[src/rtl/tone_pkg.sv]
// tone_pkg: shared definitions for the tone sequencer.
//   - state_e     : sequencer FSM encoding (IDLE / PLAY / GAP)
//   - NOTE_REST / NOTE_MAX : pitch code limits (1..24 = C4..B5 chromatic)
//   - centi_hz()  : note frequency table in 1/100 Hz
//   - arr_of()    : PWM period in clock cycles for a note, 0 for rests
//   - crr_of()    : compare value for a volume level
package tone_pkg;

  typedef enum logic [1:0] {
    ST_IDLE = 2'd0,
    ST_PLAY = 2'd1,
    ST_GAP  = 2'd2
  } state_e;

  localparam logic [4:0] NOTE_REST = 5'd0;
  localparam logic [4:0] NOTE_MAX  = 5'd24;

  // Equal-tempered frequencies, C4..B5, in centi-Hz. Codes outside 1..24 are rests.
  function automatic int unsigned centi_hz(input logic [4:0] code);
    case (code)
      5'd1:    return 26163;
      5'd2:    return 27718;
      5'd3:    return 29366;
      5'd4:    return 31113;
      5'd5:    return 32963;
      5'd6:    return 34923;
      5'd7:    return 36999;
      5'd8:    return 39200;
      5'd9:    return 41530;
      5'd10:   return 44000;
      5'd11:   return 46616;
      5'd12:   return 49388;
      5'd13:   return 52325;
      5'd14:   return 55437;
      5'd15:   return 58733;
      5'd16:   return 62225;
      5'd17:   return 65926;
      5'd18:   return 69846;
      5'd19:   return 73999;
      5'd20:   return 78399;
      5'd21:   return 83061;
      5'd22:   return 88000;
      5'd23:   return 93233;
      5'd24:   return 98777;
      default: return 0;
    endcase
  endfunction

  // Period = clk_hz / f, rounded down. 64-bit intermediate because
  // clk_hz*100 overflows 32 bits at 100 MHz. Only ever called with
  // constant arguments, so no divider is built.
  function automatic logic [31:0] arr_of(input logic [4:0] code, input int unsigned clk_hz);
    longint unsigned f;
    longint unsigned num;
    f   = 64'(centi_hz(code));
    num = 64'(clk_hz) * 64'd100;
    if (f == 64'd0) return 32'd0;
    return 32'(num / f);
  endfunction

  // Duty 1/2, 1/4, 1/8 for volume 3, 2, 1; volume 0 is silent.
  function automatic logic [31:0] crr_of(input logic [31:0] arr, input logic [1:0] vol);
    case (vol)
      2'd3:    return arr >> 1;
      2'd2:    return arr >> 2;
      2'd1:    return arr >> 3;
      default: return 32'd0;
    endcase
  endfunction

endpackage

[src/rtl/note_lut.sv]
// note_lut: combinational ROM from 5-bit pitch code to 32-bit PWM period.
//   code : pitch code (0 and 25..31 are rests)
//   arr  : period in clock cycles, 0 for rest codes
// Every entry is an elaboration-time constant.
module note_lut
  import tone_pkg::*;
#(
  parameter int unsigned CLK_HZ = 100_000_000
) (
  input  logic [4:0]  code,
  output logic [31:0] arr
);

  logic [31:0] rom [32];

  for (genvar i = 0; i < 32; i++) begin : g_rom
    localparam logic [31:0] ENTRY = arr_of(5'(i), CLK_HZ);
    assign rom[i] = ENTRY;
  end

  assign arr = rom[code];

endmodule

[src/rtl/tone_seq.sv]
// tone_seq: one-note-at-a-time sequencer feeding the buzzer PWM generator.
//   clk, reset_n            : clock, asynchronous active-low reset
//   req_valid / req_ready   : note request handshake
//   req_note/vol/dur_ms     : pitch code, volume, length in ms
//   abort                   : drop the current note (and its gap) at once
//   busy                    : high whenever the FSM is not IDLE
//   done                    : one-cycle pulse on normal completion
//   pwm_gen_en, counter_arr, counter_crr : generator controls (registered)
//
// Handshake: a request transfers on a rising edge where req_valid and
// req_ready are both high and abort is low. req_ready is high exactly
// when the FSM is IDLE; req_* are sampled only on that edge.
module tone_seq
  import tone_pkg::*;
#(
  parameter int unsigned CLK_HZ = 100_000_000,
  parameter int unsigned GAP_MS = 10
) (
  input  logic        clk,
  input  logic        reset_n,
  input  logic        req_valid,
  output logic        req_ready,
  input  logic [4:0]  req_note,
  input  logic [1:0]  req_vol,
  input  logic [15:0] req_dur_ms,
  input  logic        abort,
  output logic        busy,
  output logic        done,
  output logic        pwm_gen_en,
  output logic [31:0] counter_arr,
  output logic [31:0] counter_crr
);

  localparam int unsigned TICK_DIV  = CLK_HZ / 1000;
  localparam logic [31:0] TICK_LAST = 32'(TICK_DIV - 1);
  localparam logic [15:0] GAP_LOAD  = 16'(GAP_MS);
  localparam bit          HAS_GAP   = (GAP_MS != 0);

  state_e      state_q, state_d;
  logic [31:0] presc_q, presc_d;
  logic [15:0] ms_q, ms_d;
  logic        done_q, done_d;
  logic        en_q, en_d;
  logic [31:0] arr_q, arr_d;
  logic [31:0] crr_q, crr_d;

  logic [31:0] lut_arr;
  logic        accept;
  logic        audible;
  logic        tick;

  note_lut #(.CLK_HZ(CLK_HZ)) u_lut (
    .code (req_note),
    .arr  (lut_arr)
  );

  assign accept  = req_valid && req_ready && !abort;
  assign audible = (req_note != NOTE_REST) && (req_note <= NOTE_MAX) && (req_vol != 2'd0);
  assign tick    = (presc_q == TICK_LAST);

  // The note and volume are captured directly as arr/crr at accept, so
  // those registers are the latched request.
  always_comb begin
    state_d = state_q;
    presc_d = presc_q;
    ms_d    = ms_q;
    done_d  = 1'b0;
    en_d    = en_q;
    arr_d   = arr_q;
    crr_d   = crr_q;

    case (state_q)
      ST_IDLE: begin
        if (accept) begin
          presc_d = 32'd0;
          if (req_dur_ms == 16'd0) begin
            // Zero-length note: skip PLAY, outputs stay silent.
            en_d = 1'b0;
            if (HAS_GAP) begin
              state_d = ST_GAP;
              ms_d    = GAP_LOAD;
            end else begin
              done_d = 1'b1;
              ms_d   = 16'd0;
            end
          end else begin
            state_d = ST_PLAY;
            ms_d    = req_dur_ms;
            en_d    = audible;
            arr_d   = audible ? lut_arr : 32'd0;
            crr_d   = audible ? crr_of(lut_arr, req_vol) : 32'd0;
          end
        end
      end

      ST_PLAY, ST_GAP: begin
        if (abort) begin
          state_d = ST_IDLE;
          presc_d = 32'd0;
          ms_d    = 16'd0;
          en_d    = 1'b0;
        end else if (tick) begin
          presc_d = 32'd0;
          if (ms_q == 16'd1) begin
            en_d = 1'b0;
            if (state_q == ST_PLAY && HAS_GAP) begin
              state_d = ST_GAP;
              ms_d    = GAP_LOAD;
            end else begin
              state_d = ST_IDLE;
              ms_d    = 16'd0;
              done_d  = 1'b1;
            end
          end else begin
            ms_d = ms_q - 16'd1;
          end
        end else begin
          presc_d = presc_q + 32'd1;
        end
      end

      default: begin
        state_d = ST_IDLE;
        en_d    = 1'b0;
      end
    endcase
  end

  always_ff @(posedge clk or negedge reset_n) begin
    if (!reset_n) begin
      state_q <= ST_IDLE;
      presc_q <= 32'd0;
      ms_q    <= 16'd0;
      done_q  <= 1'b0;
      en_q    <= 1'b0;
      arr_q   <= 32'd0;
      crr_q   <= 32'd0;
    end else begin
      state_q <= state_d;
      presc_q <= presc_d;
      ms_q    <= ms_d;
      done_q  <= done_d;
      en_q    <= en_d;
      arr_q   <= arr_d;
      crr_q   <= crr_d;
    end
  end

  assign req_ready   = (state_q == ST_IDLE);
  assign busy        = (state_q != ST_IDLE);
  assign done        = done_q;
  assign pwm_gen_en  = en_q;
  assign counter_arr = arr_q;
  assign counter_crr = crr_q;

endmodule

[config.mk]
export PLATFORM = sky130hd
export DESIGN_NAME = tone_seq
export DESIGN_NICKNAME = d
export VERILOG_FILES = /design/src/rtl/tone_pkg.sv /design/src/rtl/note_lut.sv /design/src/rtl/tone_seq.sv
export SDC_FILE = /design/constraint.sdc
export NUM_CORES = 1
export LEC_CHECK = 0
export CAP_MARGIN = 0
export CORE_ASPECT_RATIO = 1.25
export CORE_MARGIN = 5
export CORE_UTILIZATION = 49
export DETAILED_ROUTE_END_ITERATION = 10
export HOLD_SLACK_MARGIN = 0.06
export PLACE_DENSITY = 0.77
export SYNTH_ARGS = -nofsm -noshare
export SYNTH_HDL_FRONTEND = slang
export SYNTH_SLANG_ARGS = --single-unit
[constraint.sdc]
create_clock -name clk -period 2.7 [get_ports clk]
set_clock_uncertainty 0.2 [all_clocks]
set_input_delay 0.27 -clock clk [delete_from_list [all_inputs] [get_ports clk]]
set_output_delay 0.27 -clock clk [all_outputs]
set_load 0.03 [all_outputs]
# == Word level (Yosys, flattened, before mapping) ==
# Memories as Yosys holds them, arrays and structs flattened.
# Index checks and enable logic that the tools add are counted.
# W data, S select, Z words.
# word_totals
regBits,116
latchBits,0
mem_bits_rw,0
rom_bits,1024
inputBits,27
mem_count,1
# classes
addsub,2
multipliers,0
n_div,0
n_lt_le_gt_ge,2
eq_ne,10
n_shift,0
mux,34
bitwise_logic,2
n_reduce_logical,16
# mem_list
memory,words,width,read_ports,rd_clocked_by_memory_dff,write_ports,line_no,source
(no name shown),32,32,1,0,0,note_lut.sv:21,assign arr = rom[code];
# ops
op,n
$mux W32,7
$pmux W31 S3,1
$mux W16,5
$pmux W32 S2,1
$add A32 B1 Y32 const B,1
$eq A32 B17 Y1 const B,1
$pmux W16 S2,1
$eq A16 B1 Y1 const B,1
$logic_not A16 Y1,1
$sub A16 B1 Y16 const B,1
$mux W2,6
$mux W1,10
$reduce_and A3 Y1,3
$eq A2 B2 Y1 const B,3
$ge A6 B6 Y1 const B,1
$ne A3 B3 Y1 const B,2
$not A5 Y6,1
$reduce_bool A2 Y1,3
$le A5 B5 Y1 const B,1
$reduce_bool A5 Y1,1
$eq A2 B1 Y1 const B,2
$logic_and A1 B1 Y1,4
$mux W4,1
$pmux W2 S2,1
7 further kinds,7

# == Depth between registers and ports, before layout ==
# Gate-level depths: netlist of run 1.
# logic_depth
ltp_word,6
ltp_mapped,9
mapped_depth_nobuf,7

# == Hierarchy ==
# A second synthesis of run 1 with hierarchy kept.
# unflattened
cells_unflattened,775
area_unflattened_um2,7174.4
# by_module_without_submodules
module,instances,cells_each,area_each_um2,seq_area_each_um2
tone_seq,1,625,6170.9,2877.8
note_lut,1,150,1003.5,0.0

# == Least setup slack after synthesis of run 1 ==
# No wires, ideal clock.
# synth_path
path_type,input -> register
from,input req_note[1]
to,"register crr_q[8], in the netlist counter_crr[8]"
t_arrival_ns,2.337
required_ns,2.413
setup_slack_ns,0.076
path_stages,8
path_buffers,1
path_cell_list,clkbuf_1 inv_1 ha_1 or4b_2 o221ai_1 or3_1 or4_1 o211ai_1
# synth_via
elab_chain_cells,6
word_cells_on_any_way,10
cone_classes,order compare (1); mux (4); bitwise (1); reduce/logical (3); memory (1)
# synth_rtl
element,line_no,source
from (decl),tone_seq.sv:23,"input logic [4:0] req_note,"
$not A5 Y6 (implied by the code),note_lut.sv:21,
$mem_v2 Z32 W32,-,
$mux W32 (implied by the code) (2 in series),note_lut.sv:21,
$pmux W31 S3,tone_pkg.sv:63,case (vol)
$mux W32 (*),tone_seq.sv:91,"crr_d = audible ? crr_of(lut_arr, req_vol) : 32'd0;"
to (signal assigned),tone_seq.sv:145,crr_q <= crr_d;
to (decl),tone_seq.sv:45,"logic [31:0] crr_q, crr_d;"
# Every way passes the cells marked *; elsewhere a longest branch is shown, timed or not. The select of a mux whose other input is x is not followed.
# A chain may end at the register's enable or synchronous reset.

# == Worst setup path in the final report of run 1 ==
# layout_path
from,register presc_q[29]
to,register ms_q[1]
# layout_via
elab_chain_cells,3
# layout_rtl
element,line_no,source
from (decl),tone_seq.sv:40,"logic [31:0] presc_q, presc_d;"
from (signal assigned),tone_seq.sv:140,presc_q <= presc_d;
$eq A32 B17 Y1,tone_seq.sv:59,assign tick = (presc_q == TICK_LAST);
$ne A3 B3 Y1 (no line),-,
$reduce_and A3 Y1 (no line),-,
to (signal assigned),tone_seq.sv:141,ms_q <= ms_d;
to (decl),tone_seq.sv:41,"logic [15:0] ms_q, ms_d;"
# No other way between the ends.

==> impl_metrics.env, run 1 <==
export IMPL_fillerInstances=1072
export IMPL_io_buffers=67
export IMPL_final_hold_viol_count=0
export IMPL_cp_start_kind="register"
export IMPL_slowest_stage="or4_4"
export IMPL_cts_root_buf="clkbuf_16"
export IMPL_worst_skew_pair_late_latency_ns=0.34
export IMPL_firstDrtPassIters=6
export IMPL_clock_fmax_ghz=0.379
export IMPL_crit_family="simple AND/OR/NAND/NOR gates"
export IMPL_cts_tree="yes"
export IMPL_synth_main_ff_cell="dfrtp_1"
export IMPL_antenna_found_initial=0
export IMPL_num_antenna_cells=0
export IMPL_setup_tns_ns=0
export IMPL_initial_core_util_pct=49.8
export IMPL_avgSynthCellArea_um2=8.74
export IMPL_multi_input_area_mm2=0.00341
export IMPL_p_leak_uw=0.00325
export IMPL_vdd_drop_max_uv=414
export IMPL_avgRoutedWirePerCell_um=18.9
export IMPL_max_cap_violations=0
export IMPL_synth_edf_count=0
export IMPL_ys_seq_area_share_pct=37.1
export IMPL_post_route_min_period_ns=2.64
export IMPL_io_pins=95
export IMPL_path_cells="or4_1 > or4_4 > o21a_2 > nor2_8 > mux2_1"
export IMPL_cp_slowest_stage_delay_ns=0.59
export IMPL_relSlewSlack_pct=19.9
export IMPL_synth_cells=686
export IMPL_p_per_area_mw_per_mm2=913
export IMPL_grt_pass1_wl_um=29500
export IMPL_die_area_mm2=0.0146
export IMPL_ys_warn_count=0
export IMPL_die_w_um=109
export IMPL_area_growth_pct=25.8
export IMPL_worst_pin_slew_ns=1.19
export IMPL_dpl_hpwl_um=13800
export IMPL_vias=5879
export IMPL_period_share_pct=97.7
export IMPL_cp_end_kind="register"
export IMPL_power_uw=6890
export IMPL_worst_path_buf_inv=0
export IMPL_min_path_type="in -> async"
export IMPL_cts_buffers=9
export IMPL_grt_pass1_vias=5796
export IMPL_rsz0062_at_grt="true"
export IMPL_synthDistinctLibCells=70
export IMPL_synth_area_mm2=0.00600
export IMPL_regArea_mm2=0.00223
export IMPL_grt_overflow=0
export IMPL_drc_errors=0
export IMPL_die_h_um=134
export IMPL_layout_drive_gt1_share_pct=14.1
export IMPL_std_cell_rows=45
export IMPL_via_per_inst=6.08
export IMPL_drt_iter0_drc=385
export IMPL_clock_sinks=89
export IMPL_place_congestion=1.02
export IMPL_critPathMaxFanout=4
export IMPL_slew_violations=0
export IMPL_ant_nets=0
export IMPL_clock_path_buffers=2
export IMPL_cp_required_ns=2.73
export IMPL_synthArstFlopShare_pct=100
export IMPL_nets=838
export IMPL_grt_use_total_pct=25.4
export IMPL_htree_levels=3
export IMPL_routed_wl_um=18200
export IMPL_setup_viol=0
export IMPL_clk_pin_slew_ns=0.07
export IMPL_coreArea_mm2=0.0120
export IMPL_ys_seq_elements=89
export IMPL_critical_path_class="reg -> reg"
export IMPL_grt_max_degree=65
export IMPL_status="completed"
export IMPL_arrival_ns=2.67
-- state kept, by name, summed over array words and instances, names as in the netlist --
signal       cells
state_q          2
presc_q         32
pwm_gen_en       1
counter_crr     18
ms_q            16
done             1
counter_arr     19
-- layout make-up --
cell class              count  share of cell area (%)
multi-input cells         534                    45.2
flip-flops and latches     89                    29.5
repair buffers            144                    17.5
clock buffers              10                    3.17
well taps                 164                    2.72
inverters                  20                   0.995
clock inverters             6                   0.879
-- through the flow --
stage	setup WS, ns	cell area, um^2	cells	hold slack [ns]	util, %
4_1_cts	0.0307	7530	966	0.192	62.5
6_report	0.0612	7540	967	0.186	62.6
2_1_floorplan	0.0761	6090	712	-0.226	-
5_1_grt	-0.0355	7540	967	0.225	62.6
3_3_place_gp	-0.370	7210	949	0.0156	59.8
3_5_place_dp	-0.488	7210	949	0.0152	59.8
-- cell families (layout without fill, tap and decap cells) --
| kind of cell | after synthesis | after routing | share of synthesized area [%] |
|---|---|---|---|
| AND/OR/NAND/NOR | 287 | 287 | 25.6 |
| AO/OA/AOI/OAI | 169 | 169 | 20.4 |
| flip-flops | 89 | 89 | 37.1 |
| buffers and inverters | 89 | 180 | 7.87 |
| XOR/XNOR | 21 | 21 | 3.07 |
| multiplexers | 17 | 17 | 3.11 |
| adder cells (fa/ha/maj) | 13 | 13 | 2.71 |
| other | 1 | 27 | 0.0625 |
-- where the power goes --
part / leakage, uW / total, uW / internal (uW) / switching, uW
sequential: 0.00119 / 2080 / 1700 / 371
combinational: 0.00192 / 3520 / 1450 / 2070
clock: 0.000141 / 1290 / 744 / 548
total: 0.00325 / 6890 / 3900 / 2990
-- layer usage --
metal  part of all wire, %  GRT usage (%)  vias up
li1                      -              -     2726
met1                    38           29.5     2830
met2                    52           45.1      262
met3                   5.8           3.39       61
met4                   4.4           12.1        0
met5                     0              0        -
-- repair_timing --
item / CTS / global route
hold buffers: 1 / 0
gates cloned: 0 / 0
endpoints found under the setup margin: 9 / 5
hold endpoints to repair: 39 / 0
resized for setup: 1 / 2
pin swaps: 0 / 1
setup buffers: 0 / 1
-- placed cells by master (no fill, tap or decap), types with 6 or more instances in the layout --
master / count
a21oi_1: 26
buf_4: 71
xor2_1: 18
inv_1: 19
mux2_2: 7
nand2b_1: 18
ha_1: 13
nand2_1: 72
o221ai_1: 12
nor2_1: 47
o31ai_1: 19
o211ai_1: 16
o2bb2ai_1: 11
dfrtp_1: 89
or4_1: 10
mux2i_1: 7
conb_1: 27
buf_12: 6
nor4_1: 15
nand3_1: 25
a32oi_1: 7
nor2b_1: 11
and4_1: 7
clkdlybuf4s50_1: 66
clkbuf_16: 9
and3_1: 9
and2_1: 6
nand4_1: 20
nor3_1: 17
o21ai_0: 25
-- Yosys cell counts (19+ instances only) --
cell      count  area [um^2]
nand4_1      20          125
a21oi_1      26          130
inv_1        19         71.3
nand2_1      72          270
o31ai_1      19          143
nor2_1       47          176
buf_4        30          225
nand3_1      25          125
o21ai_0      25          125
clkbuf_1     29          109
dfrtp_1      89         2230
-- worst register-to-register path, cell delays in order (launching register included) --
cell     delay [ns]
dfrtp_1        0.42
or4_1          0.51
or4_4          0.59
o21a_2         0.27
nor2_8         0.20
mux2_1         0.34
-- final timing paths --
kind	start	end	slack [ns]	depth (start not counted)
worst max-delay path	presc_q[29]	ms_q[1]	0.06	5
worst min-delay path	reset_n	presc_q[20]	0.19	2
worst max register to register	presc_q[29]	ms_q[1]	0.06	5
worst min register to register	counter_arr[17]	counter_arr[17]	0.28	2
max in group asynchronous	reset_n	counter_arr[18]	1.46	3
min in group clk	counter_arr[17]	counter_arr[17]	0.28	2
No activity file was read; power rests on OpenSTA's default activity.
==> inputs of run 2 (changes only) <==
Settings changed: CORE_UTILIZATION 49 to 51, CTS_BUF_LIST set to sky130_fd_sc_hd__clkbuf_16, PLACE_DENSITY 0.77 to 0.78, SYNTH_HIERARCHICAL set to 1.
==> run 2 against run 1 <==
Effect of this change:
- sequential cell count grew 26
- worst hold slack got worse by 0.024 ns
- die area grew 14%
- first-iteration DRC count up 69%
- power rose by 35%
- design area is 25% higher
- worst setup slack improved by 0.041 ns
- cell count grew 16%
- routed wire length grew 24%
- register-to-register slack improved by 0.04 ns
- largest cell class unchanged
==> impl_metrics.env, run 2 <==
export IMPL_p_per_area_mw_per_mm2=984
export IMPL_fillerInstances=1061
export IMPL_worst_skew_pair_late_latency_ns=0.43
export IMPL_via_per_inst=6.15
export IMPL_vdd_drop_max_uv=671
export IMPL_yosysTopAreaCellShare_pct=40.1
export IMPL_layout_setup_ws_ns=0.102
export IMPL_layout_drive_gt1_share_pct=18.2
export IMPL_synth_area_top_cells="dfrtp_1 (40%), a22o_1 (4.8%), mux2i_1 (3.8%)"
export IMPL_coreArea_mm2=0.0138
export IMPL_routed_wl_um=22700
export IMPL_cp_end_kind="register"
export IMPL_ys_seq_elements=115
export IMPL_cts_root_buf="clkbuf_16"
export IMPL_area_growth_pct=31.3
export IMPL_max_cap_violations=0
export IMPL_grt_overflow=0
export IMPL_synth_edf_count=0
export IMPL_synth_main_ff_cell="dfrtp_1"
export IMPL_post_route_min_period_ns=2.60
export IMPL_die_h_um=143
export IMPL_ant_nets=0
export IMPL_critical_path_class="reg -> reg"
export IMPL_grt_pass1_vias=7062
export IMPL_cts_tree="yes"
export IMPL_critPathMaxFanout=6
export IMPL_antenna_found_initial=0
export IMPL_avgSynthCellArea_um2=9.26
export IMPL_nets=974
export IMPL_p_leak_uw=0.00415
export IMPL_synthTopCellsByCount="dfrtp_1 (115), nor2_1 (70), nand2_1 (57)"
export IMPL_grt_use_total_pct=28.5
export IMPL_yosys_area_top_type="dfrtp_1"
export IMPL_die_area_mm2=0.0166
export IMPL_cp_start_kind="register"
export IMPL_drc_errors=0
export IMPL_relSlewSlack_pct=27.2
export IMPL_clock_path_buffers=2
export IMPL_drt_iter0_drc=649
export IMPL_power_uw=9270
export IMPL_std_cell_rows=48
export IMPL_grt_max_degree=45
export IMPL_cts_buffers=17
export IMPL_clk_pin_slew_ns=0.06
export IMPL_arrival_ns=2.71
export IMPL_mostFrequentLayoutCell="dfrtp_1"
export IMPL_min_path_type="in -> async"
export IMPL_clock_fmax_ghz=0.385
export IMPL_htree_levels=4
export IMPL_die_w_um=116
export IMPL_place_ws_ns=-0.478
export IMPL_worst_pin_slew_ns=1.08
export IMPL_num_antenna_cells=0
export IMPL_ys_seq_area_share_pct=40.1
export IMPL_status="completed"
export IMPL_io_buffers=93
export IMPL_period_share_pct=96.2
export IMPL_synth_most_common_cell="dfrtp_1"
export IMPL_final_hold_viol_count=0
export IMPL_reg2reg_slack_ns=0.10
export IMPL_regArea_mm2=0.00288
export IMPL_vias=6891
export IMPL_synthDistinctLibCells=75
export IMPL_clock_sinks=115
export IMPL_synth_area_mm2=0.00717
export IMPL_slew_violations=0
export IMPL_grt_pass1_wl_um=37000
export IMPL_setup_viol=0
export IMPL_synthArstFlopShare_pct=100
export IMPL_io_pins=95
export IMPL_firstDrtPassIters=7
export IMPL_initial_core_util_pct=51.9
export IMPL_dpl_hpwl_um=16600
export IMPL_post_route_util_pct=68.2
export IMPL_cp_required_ns=2.81
export IMPL_final_cell_mix="dfrtp_1 (115), buf_4 (105), clkdlybuf4s50_1 (90)"
export IMPL_synth_cells=775
export IMPL_multi_input_area_mm2=0.00389
export IMPL_place_congestion=0.954
export IMPL_ys_warn_count=6
export IMPL_rsz0062_at_grt="false"
export IMPL_avgRoutedWirePerCell_um=20.2
run 2: cell types whose count changed in the layout (fill, tap and decap cells not counted), moves of 17 or more:
| cell | previous run | this run |
|---|---|---|
| clkdlybuf4s50_1 | 66 | 90 |
| mux2i_1 | 7 | 27 |
| xnor2_1 | 3 | 26 |
| dfrtp_1 | 89 | 115 |
| buf_4 | 71 | 105 |
| nor2_1 | 47 | 70 |
| a22o_1 | 3 | 39 |
| a21o_1 | 0 | 17 |
run 2: routing by layer:
layer  vias to the layer above  routed length (um)  track usage [%]
met1                      3371                9600             37.3
li1                       3202                   -                -
met2                       265               11300             46.5
met5                         -                   0                0
met3                        53                1210             5.83
met4                         0                 586             10.9
run 2: worst max-delay path: stages (launching register included):
cell and delay [ns]:
dfrtp_1 0.42, nor4_1 0.34, nand4_1 0.21, or4_4 0.64, a21oi_4 0.31, mux2_1 0.36
run 2: layout make-up:
class	count	share of cell area (%)
clock buffer	17	4.52
clock inverter	15	1.42
multi-input combinational	578	41.3
tap	175	2.32
inverter	18	0.717
sequential	115	30.5
timing repair buffer	203	19.2
run 2: cells by family (layout without fill, tap and decap cells):
kind of cell	Yosys count	after routing	share of synthesized area, %
multiplexers	37	37	5.34
buffers and inverters	94	253	6.89
AND/OR/NAND/NOR	249	249	17.3
other	2	14	0.105
AO/OA/AOI/OAI	234	234	24.2
XOR/XNOR	30	30	3.66
adder cells (fa/ha/maj)	14	14	2.44
flip-flops	115	115	40.1
run 2: worst paths after layout:
path,from,end,depth (start not counted)
hold / removal,reset_n,counter_crr[20],2
min in group clk,req_vol[1],counter_crr[13],4
hold reg to reg,counter_crr[28],counter_crr[28],2
max in group asynchronous,reset_n,state_q[0],3
setup / recovery,presc_q[23],ms_q[0],5
setup reg to reg,presc_q[23],ms_q[0],5
run 2: through the flow:
step / cells / setup TNS, ns / hold slack (ns) / instance area, um^2
after floorplan: 787 / 0 / -0.226 / 7220
after global placement: 1088 / -4.96 / 0.0773 / 8830
after detailed placement: 1088 / -5.88 / 0.0903 / 8830
after CTS: 1121 / 0 / 0.175 / 9400
after global routing: 1121 / 0 / 0.222 / 9420
final: 1121 / 0 / 0.163 / 9420
run 2: power breakdown:
group	total [uW]	leakage, uW	switching, uW	internal [uW]
Combinational	4410	0.00236	2540	1860
Clock	2150	0.000271	877	1270
Sequential	2720	0.00152	443	2280
run 2: what timing repair did:
item                                   CTS  global route
hold buffers                             1             0
pin swaps                                0             1
setup buffers                            0             0
endpoints found under the hold margin   39             0
resized for setup                        1             5
setup endpoints to repair                1            38
gates cloned                             0             0
==> inputs of run 3 (changes only) <==
Settings changed: CORE_MARGIN 5 to 2, PLACE_DENSITY 0.78 to 0.8.
==> run 3 against run 2 <==
Effect of this change:
- routed wire length is 8.3% lower
- count of clock-buffer cells in the layout did not move
- global-route usage is 0.53 points higher
- first-iteration DRC count decreased by 29%
- fmax rose by 0.37%
- power is essentially flat
- critical path depth unchanged
- core utilization barely moved
- register-to-register slack barely moved
==> impl_metrics.env, run 3 (synthesis results as in run 2) <==
export IMPL_io_pins=95
export IMPL_layout_setup_ws_ns=0.111
export IMPL_area_growth_pct=30.7
export IMPL_max_cap_violations=0
export IMPL_reg2reg_slack_ns=0.11
export IMPL_io_buffers=93
export IMPL_min_path_type="in -> async"
export IMPL_timing_rr_end="ms_q[1]"
export IMPL_post_route_min_period_ns=2.59
export IMPL_initial_core_util_pct=52.2
export IMPL_combPwrFrac_pct=46.5
export IMPL_p_per_area_mw_per_mm2=988
export IMPL_vias=6849
export IMPL_period_share_pct=95.9
export IMPL_p_seq_share_pct=29.4
export IMPL_drc_errors=0
export IMPL_critPathMaxFanout=6
export IMPL_nets=963
export IMPL_layout_drive_gt1_share_pct=16.7
export IMPL_grt_pass1_wl_um=33700
export IMPL_cts_root_buf="clkbuf_16"
export IMPL_clock_sinks=115
export IMPL_grt_overflow=0
export IMPL_clkPwrFrac_pct=24.1
export IMPL_place_congestion=0.920
export IMPL_grt_max_degree=49
export IMPL_cp_start_kind="register"
export IMPL_rsz0062_at_grt="false"
export IMPL_arrival_ns=2.70
export IMPL_reg2reg_depth=5
export IMPL_grt_pass1_vias=6638
export IMPL_htree_levels=4
export IMPL_worst_skew_pair_late_latency_ns=0.43
export IMPL_place_ws_ns=-0.204
export IMPL_drt_iter0_drc=463
export IMPL_cp_end_kind="register"
export IMPL_die_h_um=137
export IMPL_clk_pin_slew_ns=0.06
export IMPL_postLayoutCellArea_mm2=0.00938
export IMPL_routed_wl_um=20800
export IMPL_critical_path_class="reg -> reg"
export IMPL_slew_violations=0
export IMPL_grt_use_total_pct=29.1
export IMPL_p_sw_uw=3740
export IMPL_die_w_um=110
export IMPL_post_route_util_pct=68.2
export IMPL_dpl_hpwl_um=14500
export IMPL_die_area_mm2=0.0150
export IMPL_firstDrtPassIters=6
export IMPL_final_cell_mix="dfrtp_1 (115), buf_4 (91), clkdlybuf4s50_1 (90)"
export IMPL_ant_nets=0
export IMPL_setup_viol=0
export IMPL_antenna_found_initial=0
export IMPL_worst_pin_slew_ns=0.788
export IMPL_vdd_drop_max_uv=755
export IMPL_mostFrequentLayoutCell="dfrtp_1"
export IMPL_clock_path_buffers=2
export IMPL_clock_fmax_ghz=0.386
export IMPL_placed_area_mm2=0.00876
export IMPL_p_leak_uw=0.00413
export IMPL_p_int_uw=5530
export IMPL_r2r_start="presc_q[27]"
export IMPL_via_per_inst=6.18
export IMPL_cp_required_ns=2.81
export IMPL_status="completed"
export IMPL_coreArea_mm2=0.0138
export IMPL_num_antenna_cells=0
export IMPL_cts_buffers=17
export IMPL_final_hold_viol_count=0
export IMPL_switching_share_pct=40.3
export IMPL_relSlewSlack_pct=47.5
export IMPL_avgRoutedWirePerCell_um=18.7
export IMPL_cts_tree="yes"
export IMPL_std_cell_rows=48
-- run 3: changes by cell type in the layout (fill, tap and decap cells not counted), sizes merged --
cell | before | now
clkinv | 6 | 7
clkinvlp | 3 | 1
inv | 23 | 21
bufinv | 1 | 3
buf | 112 | 101
-- run 3: layout make-up --
cell class / instances / area, um^2
inverters: 18 / 67.6
clock buffers: 17 / 425
multi-input cells: 578 / 3880
clock inverters: 14 / 149
flip-flops and latches: 115 / 2880
fillers: 1073 / 4380
well taps: 175 / 219
repair buffers: 192 / 1760
-- run 3: how the worst max path moves through the flow --
| stage | start | to | slack [ns] | depth (start not counted) |
|---|---|---|---|---|
| finish | presc_q[27] | ms_q[1] | 0.11 | 5 |
| global route | req_note[0] | counter_crr[0] | 0.003 | 11 |
| CTS | presc_q[27] | presc_q[28] | 0.03 | 6 |
| detailed placement | req_note[0] | counter_crr[10] | -0.20 | 12 |
| global placement | req_note[1] | counter_crr[9] | -0.29 | 12 |
| floorplan | state_q[0] | counter_crr[12] | 0.20 | 7 |
-- run 3: what timing repair did --
action,in CTS,in global routing
pin swaps,0,1
gates cloned,0,0
setup endpoints to repair,23,39
buffers inserted,0,1
endpoints found under the hold margin,45,0
resized for setup,1,4
hold buffers,1,0
-- run 3: worst max-delay path: stages (launching register included) --
cell and delay, ns:
dfrtp_1 0.42, nor4_1 0.33, nand4_1 0.19, or4_4 0.63, a21oi_4 0.32, mux2_2 0.37
-- run 3: per-layer routing --
layer | up-vias | global-route usage (%) | share of wire, %
li1 | 3174 | - | -
met1 | 3385 | 38.6 | 43
met2 | 239 | 45.8 | 49
met3 | 51 | 5.76 | 5.2
met4 | 0 | 12.5 | 3.2
met5 | - | 0 | 0
-- run 3: stage by stage --
stage          hold WS (ns)  setup TNS [ns]  power [uW]  instances
2_1_floorplan        -0.226               0        5230        787
3_3_place_gp          0.126           -1.79        6920       1076
3_5_place_dp          0.132           -2.12        6970       1076
4_1_cts               0.231               0        9250       1108
5_1_grt               0.275               0        9750       1109
6_report              0.202               0        9260       1109
-- run 3: power by group through the flow --
stage / sequential (uW) / clock (uW) / combinational, uW
3_5_place_dp: 2730 / 0 / 4240
6_report: 2730 / 2230 / 4300
3_3_place_gp: 2740 / 0 / 4180
5_1_grt: 2800 / 2340 / 4610
4_1_cts: 2720 / 2260 / 4260
2_1_floorplan: 3440 / 0 / 1790
